===== config.mk =====
export PLATFORM = sky130hd
export DESIGN_NAME = vram_tile_line_serializer_flat
export DESIGN_NICKNAME = d
export VERILOG_FILES = /design/src/rtl/vram_pkg.sv /design/src/rtl/vram_tile_line_serializer_if.sv /design/src/rtl/vram_line_buffer.sv /design/src/rtl/vram_tile_line_serializer.sv /design/src/flat_wrapper.sv
export SDC_FILE = /design/constraint.sdc
export NUM_CORES = 1
export LEC_CHECK = 0
export CAP_MARGIN = 0
export CORE_UTILIZATION = 47
export DETAILED_ROUTE_END_ITERATION = 8
export PLACE_DENSITY = 0.66
export REMOVE_ABC_BUFFERS = 1
export SYNTH_ARGS = -nofsm -noshare
export SYNTH_HDL_FRONTEND = slang
export SYNTH_SLANG_ARGS = --single-unit

===== constraint.sdc =====
create_clock -name clk -period 34.4 [get_ports clk]
set_input_delay 6.88 -clock clk [delete_from_list [all_inputs] [get_ports clk]]
set_output_delay 6.88 -clock clk [all_outputs]
set_load 0.01 [all_outputs]

===== src/rtl/vram_pkg.sv =====
// vram_pkg: shared widths, typedefs and fetch FSM states for the tile-line serializer.
package vram_pkg;
  localparam int TILE_ADDR_W = 12;
  localparam int LINE_W = 256;
  localparam int PIXEL_W = 8;
  localparam int PIXELS = LINE_W / PIXEL_W;
  localparam int IDX_W = $clog2(PIXELS);
  typedef logic [PIXEL_W-1:0] pixel_t;
  typedef logic [LINE_W-1:0] tile_line_t;
  typedef logic [TILE_ADDR_W-1:0] tile_addr_t;
  typedef logic [IDX_W-1:0] pix_idx_t;
  typedef enum logic [1:0] {IDLE, WAIT, CAPTURE} fetch_state_e;
endpackage


===== src/rtl/vram_tile_line_serializer_if.sv =====
// vram_tile_line_serializer_if: request, tile-memory and pixel-stream signals.
// req_flip_h exists only when TILE_SERIALIZER_FLIP_EN is defined.
interface vram_tile_line_serializer_if;
  import vram_pkg::*;
  logic req_valid;
  logic req_ready;
  tile_addr_t req_line_addr;
`ifdef TILE_SERIALIZER_FLIP_EN
  logic req_flip_h;
`endif
  tile_addr_t mem_read_addr;
  tile_line_t mem_read_data;
  logic pix_en;
  logic pix_valid;
  pixel_t pix_data;
  logic pix_last;
  logic underrun;
  modport master(
`ifdef TILE_SERIALIZER_FLIP_EN
    output req_flip_h,
`endif
    output req_valid, req_line_addr, mem_read_data, pix_en,
    input req_ready, mem_read_addr, pix_valid, pix_data, pix_last, underrun);
  modport slave(
`ifdef TILE_SERIALIZER_FLIP_EN
    input req_flip_h,
`endif
    input req_valid, req_line_addr, mem_read_data, pix_en,
    output req_ready, mem_read_addr, pix_valid, pix_data, pix_last, underrun);
endinterface


===== src/rtl/vram_line_buffer.sv =====
// vram_line_buffer: one tile line with its full flag and latched flip bit.
module vram_line_buffer
  import vram_pkg::*;
(
  input logic clk,
  input logic reset,
  input logic i_load,
  input tile_line_t i_data,
  input logic i_flip,
  input logic i_clear,
  output logic o_full,
  output tile_line_t o_data,
  output logic o_flip
);
  logic r_full, r_flip;
  tile_line_t r_data;
  always_ff @(posedge clk or posedge reset)
    if (reset) begin
      r_full <= 1'b0;
      r_data <= '0;
      r_flip <= 1'b0;
    end else if (i_load) begin
      r_full <= 1'b1;
      r_data <= i_data;
      r_flip <= i_flip;
    end else if (i_clear) r_full <= 1'b0;
  assign o_full = r_full;
  assign o_data = r_data;
  assign o_flip = r_flip;
endmodule


===== src/rtl/vram_tile_line_serializer.sv =====
// vram_tile_line_serializer: fetches tile lines into a ping-pong buffer pair and streams them as pixels.
// Optional horizontal flip enabled by defining TILE_SERIALIZER_FLIP_EN.
module vram_tile_line_serializer
  import vram_pkg::*;
#(
  parameter int READ_LATENCY = 1
) (
  input logic clk,
  input logic reset,
  vram_tile_line_serializer_if.slave bus
);
  localparam int CNT_W = $clog2(READ_LATENCY + 1);
  fetch_state_e r_state, w_next;
  tile_addr_t r_addr;
  logic [CNT_W-1:0] r_cnt;
  logic r_flip, r_rsel;
  pix_idx_t r_idx, w_pix;
  logic w_req_flip, w_ready, w_accept, w_capture, w_wsel, w_valid, w_consume, w_done;
  logic [1:0] w_full, w_bflip, w_load, w_clear;
  tile_line_t w_bdata [2];
`ifdef TILE_SERIALIZER_FLIP_EN
  assign w_req_flip = bus.req_flip_h;
`else
  assign w_req_flip = 1'b0;
`endif
  always_ff @(posedge clk or posedge reset)
    if (reset) r_state <= IDLE;
    else r_state <= w_next;
  always_comb begin
    w_next = r_state == IDLE ? (w_accept ? WAIT : IDLE)
           : r_state == WAIT ? (r_cnt == CNT_W'(1) ? CAPTURE : WAIT) : IDLE;
  end
  always_comb begin
    w_ready = r_state == IDLE && !(&w_full) && !reset;
    w_capture = r_state == CAPTURE;
  end
  assign w_accept = bus.req_valid && w_ready;
  always_ff @(posedge clk or posedge reset)
    if (reset) begin
      r_addr <= '0;
      r_cnt <= '0;
      r_flip <= 1'b0;
    end else if (w_accept) begin
      r_addr <= bus.req_line_addr;
      r_cnt <= CNT_W'(READ_LATENCY);
      r_flip <= w_req_flip;
    end else if (r_state == WAIT) r_cnt <= r_cnt - CNT_W'(1);
  // Fill the displayed buffer when it is empty so a line from idle is shown first.
  assign w_wsel = w_full[r_rsel] ? ~r_rsel : r_rsel;
  assign w_load = {w_capture & w_wsel, w_capture & ~w_wsel};
  assign w_clear = {w_done & r_rsel, w_done & ~r_rsel};
  for (genvar b = 0; b < 2; b++) begin : g_buf
    vram_line_buffer u_buf (
      .clk(clk),
      .reset(reset),
      .i_load(w_load[b]),
      .i_data(bus.mem_read_data),
      .i_flip(r_flip),
      .i_clear(w_clear[b]),
      .o_full(w_full[b]),
      .o_data(w_bdata[b]),
      .o_flip(w_bflip[b])
    );
  end
  assign w_valid = w_full[r_rsel];
  assign w_consume = bus.pix_en && w_valid;
  assign w_done = w_consume && &r_idx;
  assign w_pix = w_bflip[r_rsel] ? ~r_idx : r_idx;
  always_ff @(posedge clk or posedge reset)
    if (reset) begin
      r_idx <= '0;
      r_rsel <= 1'b0;
    end else if (w_consume) begin
      r_idx <= r_idx + 1'b1;
      if (w_done) r_rsel <= ~r_rsel;
    end
  assign bus.req_ready = w_ready;
  assign bus.mem_read_addr = r_addr;
  assign bus.pix_valid = w_valid;
  assign bus.pix_data = w_bdata[r_rsel][w_pix*PIXEL_W +: PIXEL_W];
  assign bus.pix_last = w_valid && &r_idx;
  assign bus.underrun = bus.pix_en && !w_valid && !reset;
endmodule


===== src/flat_wrapper.sv =====
// flat-port wrapper written by rule: the top's interface ports become plain ports
module vram_tile_line_serializer_flat import vram_pkg::*;
#(
  parameter int READ_LATENCY = 1
)
  (clk, reset, bus_req_valid, bus_req_line_addr, bus_mem_read_data, bus_pix_en, bus_req_ready, bus_mem_read_addr, bus_pix_valid, bus_pix_data, bus_pix_last, bus_underrun);
  vram_tile_line_serializer_if bus_i ();
  input logic clk;
  input logic reset;
  input wire logic [$bits(bus_i.req_valid)-1:0] bus_req_valid;
  input wire logic [$bits(bus_i.req_line_addr)-1:0] bus_req_line_addr;
  input wire logic [$bits(bus_i.mem_read_data)-1:0] bus_mem_read_data;
  input wire logic [$bits(bus_i.pix_en)-1:0] bus_pix_en;
  output wire logic [$bits(bus_i.req_ready)-1:0] bus_req_ready;
  output wire logic [$bits(bus_i.mem_read_addr)-1:0] bus_mem_read_addr;
  output wire logic [$bits(bus_i.pix_valid)-1:0] bus_pix_valid;
  output wire logic [$bits(bus_i.pix_data)-1:0] bus_pix_data;
  output wire logic [$bits(bus_i.pix_last)-1:0] bus_pix_last;
  output wire logic [$bits(bus_i.underrun)-1:0] bus_underrun;
  assign bus_i.req_valid = bus_req_valid;
  assign bus_i.req_line_addr = bus_req_line_addr;
  assign bus_i.mem_read_data = bus_mem_read_data;
  assign bus_i.pix_en = bus_pix_en;
  assign bus_req_ready = bus_i.req_ready;
  assign bus_mem_read_addr = bus_i.mem_read_addr;
  assign bus_pix_valid = bus_i.pix_valid;
  assign bus_pix_data = bus_i.pix_data;
  assign bus_pix_last = bus_i.pix_last;
  assign bus_underrun = bus_i.underrun;
  vram_tile_line_serializer #(.READ_LATENCY(READ_LATENCY)) u_core (.clk(clk), .reset(reset), .bus(bus_i));
endmodule

; Yosys cells after proc, flatten, opt, wreduce, memory -nomap -nowiden
; Index checks and enable logic that the tools add are counted.
[word_totals]
reg_bits = 535
output_inout_bits = 24
elab_cells = 60
[classes]
add_sub_neg = 2
magnitude_cmp = 2
n_eq_ne = 2
shift = 1
mux = 18
bitwise_logic = 8
reduce_logical = 18
[op_table]
columns = op, count
row1 = 2-to-1 mux 256 bit, 3
row2 = indexed part select 256 x 9 -> 8 bit, 1
row3 = 2-to-1 mux 1 bit, 11
row4 = logical AND 1 bit, 8
row5 = 2-to-1 mux 2 bit, 3
row6 = nonzero test 2 bit, 3
row7 = "adder 5 x 1 -> 5 bit, second input constant", 1
row8 = 2-to-1 mux 5 bit, 1
row9 = NOT 5 bit, 1
row10 = AND reduction 5 bit, 1
row11 = AND 1 bit, 4
row12 = AND reduction 2 bit, 2
row13 = zero test 1 bit, 3
row14 = "== test 2 x 1 -> 1 bit, second input constant", 1
row15 = "== test 2 bit, second input constant", 1
row16 = "greater-or-equal comparator 2 bit, second input constant", 1
row17 = zero test 2 bit, 1
row18 = "< comparator 1 x 2 -> 1 bit, second input constant", 1
row19 = NOT 1 bit, 2
row20 = NOT 1 -> 2 bit, 1
row21 = "subtractor 1 bit, second input constant", 1

; Depth between registers and ports, before layout
; Gate-level depths: netlist (run 1).
[logic_depth]
word_depth = 7
depth_mapped = 8

; Modules after synthesis
; Synthesis (run 1) repeated with hierarchy kept, for this count alone.
[hier_totals]
hier_cells = 1701
hier_area_um2 = 26446.6
[modules_own_cells]
columns = mod, instances, cells_per_inst, area_each_um2, seq_area_each_um2
row1 = vram_line_buffer, 2, 547, 10435.0, 6456.2
row2 = vram_tile_line_serializer, 1, 607, 5576.6, 525.5

; Worst setup path after synthesis (run 1)
; OpenSTA, ideal clock, no wires.
[synth_path]
kind = input to output
from = input port reset
to = output port bus_req_ready
t_arrival_ns = 7.356
required_time_ns = 27.520
setup_slack_ns = 20.164
cell_stages = 1
n_path_buf = 0
path_cell_list = a2111oi_2
[synth_via]
elab_chain_len = 2
[synth_lines]
columns = element, line_no
row1 = start: declaration, flat_wrapper.sv:9  ; input logic reset;
row2 = zero test 1 bit, vram_tile_line_serializer.sv:34  ; w_ready = r_state == IDLE && !(&w_full) && !reset;
row3 = logical AND 1 bit, vram_tile_line_serializer.sv:34
row4 = end: declaration, flat_wrapper.sv:14  ; output wire logic [$bits(bus_i.req_ready)-1:0] bus_req_ready;
; No other way between the ends.

; Worst setup path after layout (run 1)
; Same ends and word-level chain as after synthesis.

==> qor.yml, run 1 <==
hold_viol_final: 0
clock_path_buffers: 3
critPathRequiredTime_ps: 27520
critPathKind: "in -> out"
rows: 82
seq_area_frac_synth_pct: 55.6
worstSkewPairLatency_ps: 600
syn_inst: 1489
r2r-start: "u_core.r_rsel"
avgViaCountPerCell: 5.60
cts_setup_buffers: 0
crit_start: "reset"
yosys-top-cells-area: "dfrtp_1 (56%), mux2_2 (25%), mux4_2 (11%), buf_2 (1.5%), mux2i_1 (1.4%)"
dieArea_mm2: 0.0521
ios: 296
async_reset_ff_share_pct: 100
setup_viol: 0
multiInputGateArea_mm2: 0.0101
period_needed_ps: 15430
cp-start-kind: "input pin"
numPortBuffers: 295
worstHoldPathType: "reg -> reg"
synth_top_area_share_pct: 55.6
regArea_mm2: 0.0134
setup-tns-final_ps: 0
grt_pass1_wl_mm: 92.3
cp.arrival_ps: 8550
clk_pin_slew_ps: 60
cap_violations: 0
drt_iter0_drc: 759
fin_crit_sh_pct: 44.9
antenna_found_initial: 11
fmax_mhz: 64.8
dr.pass1.iters: 4
peakVddDrop_mv: 0.0491
finalNetCount: 2032
finClkSkew_ps: 13.4
cts_buffers: 58
vias: 13900
power_mw: 2.76
cts_hold_buf: 0
drive_gt1_share_pct: 43.1
status: "finished clean"
hp-start: "u_core.r_cnt"
cp-end-kind: "output port"
wl_mm: 58.0
start_util_pct: 47.8
htree_levels: 2
ant_nets: 0
grt_start_max_net_pins: 167
synth.largest_area_cell: "dfrtp_1"
core-area_mm2: 0.0504
nFillCells: 3967
gp_congestion: 0.770
relSlewSlack_pct: 17.6
die_y_um: 228
track_usage_pct: 23.0
yosys_most_used_dff: "dfrtp_1"
cts-resized-gates: 0
p_leak_nw: 11.7
syn_to_final_growth_pct: 21.9
root_buffer: "clkbuf_16"
power_density_mw_per_mm2: 94.2
final_max_slew_viol_count: 0
syn_area_per_cell_um2: 16.2
cts_num_sinks: 535
hpwl_mm: 37.4
ys_types: 46
worst_pin_slew_ps: 1220
drcViolationCount: 0
yosys_warnings: 0
grt_pass1_vias: 15500
die_w_um: 228
grt_setup_unrepaired: "false"
overflow: 0
crit_fanout: 3
cts_tree: "built"
final_area_mm2: 0.0293
wl_per_cell_um: 23.4
placed_area_mm2: 0.0275
synth_seq_cells: 535
synthesis.area_mm2: 0.0241
synth_edf_count: 0
==> placed cells by master, fill, tap and decap left out, types with 3 or more instances in the layout <==
master / count
a22oi_1: 7
mux2_2: 540
nor2_1: 16
xnor2_1: 3
inv_1: 5
a221oi_1: 6
diode_2: 10
o311ai_0: 6
clkdlybuf4s50_1: 295
dfrtp_1: 531
and2_1: 4
clkbuf_1: 19
nand3_1: 4
buf_4: 17
mux4_2: 122
clkinv_2: 6
buf_12: 4
o21ai_0: 19
o211ai_1: 13
clkbuf_16: 59
o22ai_1: 16
clkbuf_8: 15
nand2_1: 19
mux2i_1: 33
nand2b_1: 4
==> cell type report <==
cell class / instances / area share [%]
antenna: 10 / 0.0853
clock buffer: 93 / 5.98
clock inverter: 8 / 0.162
inverter: 7 / 0.115
multi-input combinational: 840 / 34.3
sequential: 535 / 45.7
tap: 672 / 2.87
timing repair buffer: 316 / 10.8
==> power breakdown <==
| part | switching [mW] | internal, mW | total (mW) |
|---|---|---|---|
| clock network | 0.246 | 0.345 | 0.591 |
| logic | 0.409 | 0.630 | 1.04 |
| registers | 0.182 | 0.953 | 1.13 |
| total | 0.836 | 1.93 | 2.76 |
==> per-stage QoR <==
step                cells  hold WS [ps]  util, %  setup slack (ps)
detailed placement   2370           471     54.6             18960
global placement     2370           442     54.6             18960
finish               2481           472     58.2             18970
CTS                  2471           479     58.2             18960
floorplan            1382           436        -             12570
global route         2478           504     58.2             18860
==> cell usage after synthesis (all sizes together) (4+ instances only) <==
cell type  number
nor2           17
mux2          540
o22ai          16
dfrtp         535
a221oi          6
mux4          122
a22oi           7
nand2b          4
o311ai          6
nand3           4
o211ai         13
inv             7
o21ai          20
nand2          19
buf            92
and2            4
clkbuf         15
mux2i          33
==> state kept, by name (all words and copies together), names as in the netlist <==
register                   flops
u_core.r_cnt                   1
u_core.r_state                 2
u_core.g_buf.u_buf.o_full      2
u_core.bus.mem_read_addr      12
u_core.g_buf.u_buf.o_data    512
u_core.r_rsel                  1
u_core.r_idx                   5
==> worst paths after layout <==
kind                                                endpoint  slack [ps]  depth (start not counted)
setup / recovery                               bus_req_ready       18970                          3
hold / removal                             u_core.r_state[0]         470                          1
setup reg to reg            u_core.g_buf[1].u_buf.o_data[74]       29890                          7
hold reg to reg                            u_core.r_state[0]         470                          1
max in group asynchronous  u_core.g_buf[0].u_buf.o_data[112]       24900                          4
min in group asynchronous  u_core.g_buf[1].u_buf.o_data[183]        7070                          2
==> worst max-delay path, cell delays in order <==
cell,delay [ps]
clkdlybuf4s50_1,600
a2111oi_2,460
clkdlybuf4s50_1,600
==> per-layer routing <==
| layer | part of all wire (%) | vias up | track usage (%) |
|---|---|---|---|
| met4 | 2.5 | 8 | 7.78 |
| met5 | 0.091 | - | 0 |
| met3 | 4.5 | 91 | 4.03 |
| met1 | 43 | 7380 | 30.7 |
| met2 | 50 | 258 | 38.1 |
| li1 | - | 6160 | - |
==> cells by family (layout without fill, tap and decap cells) <==
kind of cell / count (synthesis) / after routing / synth area share, %
muxes: 695 / 695 / 38.1
adders and majority gates: 2 / 2 / 0.104
buffers and inverters: 114 / 424 / 2.54
other: 0 / 10 / 0
and+or+nand+nor: 61 / 61 / 1.25
xor gates and xnor gates: 3 / 3 / 0.109
AOI/OAI and AO/OA: 79 / 79 / 2.31
DFF: 535 / 535 / 55.6
Power figures use the tool's default switching activity.
==> run 2, diff against run 1 <==
Clock period 34.4 ns to 15.9 ns, I/O delays scaled along.
==> qor.yml, run 2 (synthesized netlist as in run 1, its figures left out) <==
clk_pin_slew_ps: 60  # about the same
cap_violations: 0  # unchanged
r2r-start: "u_core.r_rsel"  # unchanged
final_max_slew_viol_count: 0  # unchanged
crit_fanout: 50  # was 3
cp-endpoint: "bus_pix_data[2]"  # was bus_req_ready
antenna_found_initial: 11  # unchanged
root_buffer: "clkbuf_16"  # unchanged
htree_levels: 2  # unchanged
cp.arrival_ps: 5170  # was 8550 ps
cts_hold_buf: 0  # unchanged
r2r_cells: 6  # was 7
wl_mm: 58.4  # was 58.0 mm
worst_pin_slew_ps: 1220  # about the same
p_leak_nw: 11.8  # was 11.7 nW
worstSkewPairLatency_ps: 610  # was 600 ps
critPathRequiredTime_ps: 12720  # was 27520 ps
fin_crit_sh_pct: 52.5
avgViaCountPerCell: 5.59  # was 5.60
cp-end-kind: "output port"  # unchanged
cts_buffers: 58  # unchanged
grt_pass1_vias: 15400  # was 15500
largest_reg_flops: 512  # unchanged
setup_viol: 0  # unchanged
nFillCells: 3949  # was 3967
overflow: 0  # unchanged
finalNonFillerCells: 2481  # unchanged
ant_nets: 0  # unchanged
die_w_um: 228  # unchanged
status: "finished clean"  # unchanged
ios: 296  # unchanged
regToRegSetupSlack_ps: 10750  # was 29890 ps
relSlewSlack_pct: 18.6  # was 17.6%
cp-start-kind: "register"  # was input pin
gp_congestion: 0.772  # was 0.770
worstHoldPathType: "reg -> reg"  # unchanged
peakVddDrop_mv: 0.109  # was 0.0491 mV
power_mw: 6.02  # was 2.76 mW
clock_path_buffers: 3  # unchanged
grt_pass1_wl_mm: 92.8  # was 92.3 mm
rows: 82  # unchanged
wl_per_cell_um: 23.6  # was 23.4 um
drt_iter0_drc: 776  # was 759
final_cell_mix: "mux2_2 (540), dfrtp_1 (531), clkdlybuf4s50_1 (295), mux4_2 (122), clkbuf_16 (59)"  # unchanged
timing.rr.end: "u_core.g_buf[1].u_buf.o_data[43]"  # was u_core.g_buf[1].u_buf.o_data[74]
fmax_mhz: 120
start_util_pct: 47.8  # unchanged
crit_start: "u_core.r_idx[0]"  # was reset
cts_tree: "built"  # unchanged
vias: 13900  # about the same
drive_gt1_share_pct: 43.6  # was 43.1%
dr.pass1.iters: 4  # unchanged
cts_num_sinks: 535  # unchanged
critPathKind: "reg -> out"  # was in -> out
grt_setup_unrepaired: "false"  # unchanged
hold_viol_final: 0  # unchanged
grt_start_max_net_pins: 171  # was 167
numPortBuffers: 295  # unchanged
power_density_mw_per_mm2: 205  # was 94.2 mW/mm2
syn_to_final_growth_pct: 22.1  # was 21.9%
finClkSkew_ps: 14.5  # was 13.4 ps
dieArea_mm2: 0.0521  # unchanged
core-area_mm2: 0.0504  # unchanged
final_common_cell: "mux2_2"  # unchanged
track_usage_pct: 23.1  # was 23.0%
hpwl_mm: 37.7  # was 37.4 mm
cts-resized-gates: 0  # unchanged
drcViolationCount: 0  # unchanged
die_y_um: 228  # unchanged
finalNetCount: 2032  # unchanged
period_needed_ps: 8350
dp_cells: 2370  # unchanged
utilization_pct: 58.3  # was 58.2%
cts_setup_buffers: 0  # unchanged
## run 2: per-stage QoR
step	setup TNS (ps)	cell area, um2	hold slack, ps	setup slack [ps]
final	0	29400	462	7550
after global routing	0	29400	490	7280
after CTS	0	29400	468	7290
after detailed placement	0	27500	459	7870
after global placement	0	27500	440	7890
after floorplan	-1194100	23500	436	-2230
## run 2: how the worst min path moves through the flow
stage                             from                end  slack [ps]  cells after the start
after floorplan           u_core.r_cnt  u_core.r_state[0]         440                      1
after global placement    u_core.r_cnt  u_core.r_state[0]         440                      1
after detailed placement  u_core.r_cnt  u_core.r_state[0]         460                      1
after CTS                 u_core.r_cnt  u_core.r_state[0]         470                      1
after global routing      u_core.r_cnt  u_core.r_state[0]         490                      1
final                     u_core.r_cnt  u_core.r_state[0]         460                      1
## run 2: per-layer routing
layer,share of wire [%],GRT usage [%],vias up,routed length (um)
met5,0.098,0,-,57
met4,1.6,6.00,10,906
met3,3.9,4.09,73,2260
met2,50,38.5,237,29100
met1,45,31.5,7425,26100
li1,-,-,6131,-
## run 2: layout make-up
| type | instances | area, um2 | share of cell area [%] |
|---|---|---|---|
| Clock buffer | 87 | 1740 | 5.93 |
| Multi-Input combinational cell | 840 | 10100 | 34.3 |
| Clock inverter | 18 | 148 | 0.502 |
| Sequential cell | 535 | 13400 | 45.6 |
| Inverter | 7 | 33.8 | 0.115 |
| Tap cell | 672 | 841 | 2.86 |
| Antenna cell | 6 | 15.0 | 0.0511 |
| Timing Repair Buffer | 316 | 3140 | 10.7 |
## run 2: where the power goes
group | internal, mW | switching, mW
logic | 1.36 | 0.863
clock network | 0.784 | 0.545
registers | 2.06 | 0.406
## run 2: critical path: stages (launching register included)
cell and delay [ps]:
dfrtp_4 720, buf_4 820, buf_4 680, mux4_2 570, o311ai_0 960, o21ai_0 170, clkdlybuf4s50_1 560
==> run 3, diff against run 2 <==
Clock period 15.9 ns to 8.8 ns, I/O delays scaled along.
==> qor.yml, run 3 (synthesized netlist as in run 1, its figures left out) <==
status: "finished clean"  # unchanged
drive_gt1_share_pct: 43.3  # was 43.6%
die_w_um: 228  # unchanged
timing.rr.end: "u_core.g_buf[1].u_buf.o_data[95]"  # was u_core.g_buf[1].u_buf.o_data[43]
peakVddDrop_mv: 0.175  # was 0.109 mV
p_leak_nw: 11.8  # about the same
cp-end-kind: "output port"  # unchanged
critPathRequiredTime_ps: 7040  # was 12720 ps
setup_viol: 0  # unchanged
dr_wl_met3_mm: 2.57  # was 2.26 mm
drt-met1-wl_mm: 26.4  # was 26.1 mm
crit_fanout: 78  # was 50
finClkSkew_ps: 10.6  # was 14.5 ps
grt_pass1_wl_mm: 93.5  # was 92.8 mm
fin_crit_sh_pct: 67.4
start_util_pct: 47.8  # unchanged
final_cell_mix: "mux2_2 (540), dfrtp_1 (531), clkdlybuf4s50_1 (295), mux4_2 (122), clkbuf_16 (61)"  # was mux2_2 (540), dfrtp_1 (531), clkdlybuf4s50_1 (295), mux4_2 (122), clkbuf_16 (59)
critPathKind: "reg -> out"  # unchanged
rows: 82  # unchanged
overflow: 0  # unchanged
clock_path_buffers: 3  # unchanged
cts_hold_buf: 0  # unchanged
place_ws_ps: 3420  # was 7870 ps
period_needed_ps: 5930
worst_pin_slew_ps: 1110  # was 1220 ps
cp-start-kind: "register"  # unchanged
clk_pin_slew_ps: 60  # about the same
drt_iter0_drc: 840  # was 776
cts_buffers: 58  # unchanged
power_density_mw_per_mm2: 372  # was 205 mW/mm2
utilization_pct: 58.5  # was 58.3%
route.top_layer_used: "met5"  # unchanged
ios: 296  # unchanged
wl_mm: 59.6  # was 58.4 mm
comb_power_share_pct: 36.6  # was 36.9%
grt_setup_unrepaired: "false"  # unchanged
root_buffer: "clkbuf_16"  # unchanged
p_sw_share_pct: 30.1  # about the same
worstHoldPathType: "reg -> reg"  # unchanged
finalNetCount: 2030  # was 2032
critPathMostFrequentCell: "o211ai_1"  # was buf_4
avgViaCountPerCell: 5.67  # was 5.59
gp_congestion: 0.785  # was 0.772
worstSkewPairLatency_ps: 600  # was 610 ps
regToRegSetupSlack_ps: 5220  # was 10750 ps
core-area_mm2: 0.0504  # unchanged
seqPwrFrac_pct: 41.1  # was 41.0%
fmax_mhz: 169
grt_pass1_vias: 15400  # about the same
met2_length_mm: 29.3  # was 29.1 mm
final_common_cell: "mux2_2"  # unchanged
p_sw_mw: 3.30  # was 1.81 mW
relSlewSlack_pct: 25.8  # was 18.6%
cts-resized-gates: 0  # unchanged
largest_reg_flops: 512  # unchanged
antenna_found_initial: 12  # was 11
syn_to_final_growth_pct: 22.4  # was 22.1%
crit_chain: "buf_12 -> nor3b_1 -> a221oi_1 -> o211ai_1 -> o211ai_1 -> o21ai_0 -> clkdlybuf4s50_1"  # was buf_4 -> buf_4 -> mux4_2 -> o311ai_0 -> o21ai_0 -> clkdlybuf4s50_1
htree_levels: 2  # unchanged
cts_num_sinks: 535  # unchanged
p_int_mw: 7.65  # was 4.20 mW
hold_viol_final: 0  # unchanged
r2r-start: "u_core.r_rsel"  # unchanged
clkPwrFrac_pct: 22.2  # was 22.1%
numPortBuffers: 295  # unchanged
grt_start_max_net_pins: 188  # was 171
slowest_delay_ps: 930  # was 960 ps
cp.arrival_ps: 4170  # was 5170 ps
hp-start: "u_core.r_cnt"  # unchanged
cts_setup_buffers: 0  # unchanged
final_max_slew_viol_count: 0  # unchanged
fin_ws_ps: 2870  # was 7550 ps
die_y_um: 228  # unchanged
crit_start: "u_core.r_rsel"  # was u_core.r_idx[0]
critPathSlowestCell: "nor3b_1"  # was o311ai_0
cap_violations: 0  # unchanged
hpwl_mm: 38.5  # was 37.7 mm
r2r_cells: 5  # was 6
wl_per_cell_um: 24.0  # was 23.6 um
drcViolationCount: 0  # unchanged
cts_tree: "built"  # unchanged
ant_nets: 0  # unchanged
vias: 14100  # was 13900
dr.pass1.iters: 4  # unchanged
dieArea_mm2: 0.0521  # unchanged
cp-endpoint: "bus_pix_data[7]"  # was bus_pix_data[2]
track_usage_pct: 23.3  # was 23.1%
run 3: changes by cell type in the layout (fill, tap and decap cells not counted), moves of 3 or more:
| cell | change |
|---|---|
| buf_4 | -5 |
| clkbuf_1 | +6 |
| buf_12 | +3 |
| clkbuf_8 | +3 |
| clkinv_2 | -6 |
run 3: cell type report:
type                            instances  area [um2]
Antenna cell                            8        20.0
Clock buffer                           98        1860
Clock inverter                         10        77.6
Fill cell                            3908       20900
Inverter                                7        33.8
Multi-Input combinational cell        840       10100
Sequential cell                       535       13400
Tap cell                              672         841
Timing Repair Buffer                  314        3160
run 3: how the worst min path moves through the flow:
stage / endpoint / cells past startpoint / slack [ps]
floorplan: u_core.r_state[0] / 1 / 440
global placement: u_core.r_state[0] / 1 / 440
detailed placement: u_core.r_state[0] / 1 / 450
CTS: u_core.r_state[0] / 1 / 460
global route: u_core.r_state[0] / 1 / 460
finish: u_core.r_state[0] / 1 / 460
run 3: power by group through the flow:
stage | Combinational (mW) | Sequential (mW) | Clock, mW
2_1_floorplan | 3.15 | 4.40 | 0
3_3_place_gp | 3.95 | 4.48 | 0
3_5_place_dp | 4.06 | 4.54 | 0
4_1_cts | 4.08 | 4.50 | 2.49
5_1_grt | 4.32 | 4.67 | 2.60
6_report | 4.01 | 4.50 | 2.43
run 3: metal layers:
| metal | vias to the layer above | global-route usage [%] |
|---|---|---|
| met5 | - | 0 |
| li1 | 6166 | - |
| met1 | 7513 | 32.2 |
| met3 | 89 | 3.84 |
| met4 | 10 | 7.05 |
| met2 | 296 | 38.1 |
run 3: critical path, delay by kind of cell (launching register included):
kind                   cells  cell delay, ps
buffers and inverters      2            1000
AND/OR/NAND/NOR            1             930
AO/OA/AOI/OAI              4             810
flip-flops                 1             790
run 3: stage by stage:
stage | power (mW) | instances | hold WS, ps | TNS (ps) | area [um2]
4_1_cts | 11.1 | 2476 | 456 | 0 | 29400
2_1_floorplan | 7.55 | 1382 | 436 | -6361280 | 23500
3_5_place_dp | 8.60 | 2368 | 448 | 0 | 27500
3_3_place_gp | 8.44 | 2368 | 443 | 0 | 27500
5_1_grt | 11.6 | 2483 | 462 | 0 | 29500
6_report | 10.9 | 2484 | 458 | 0 | 29500
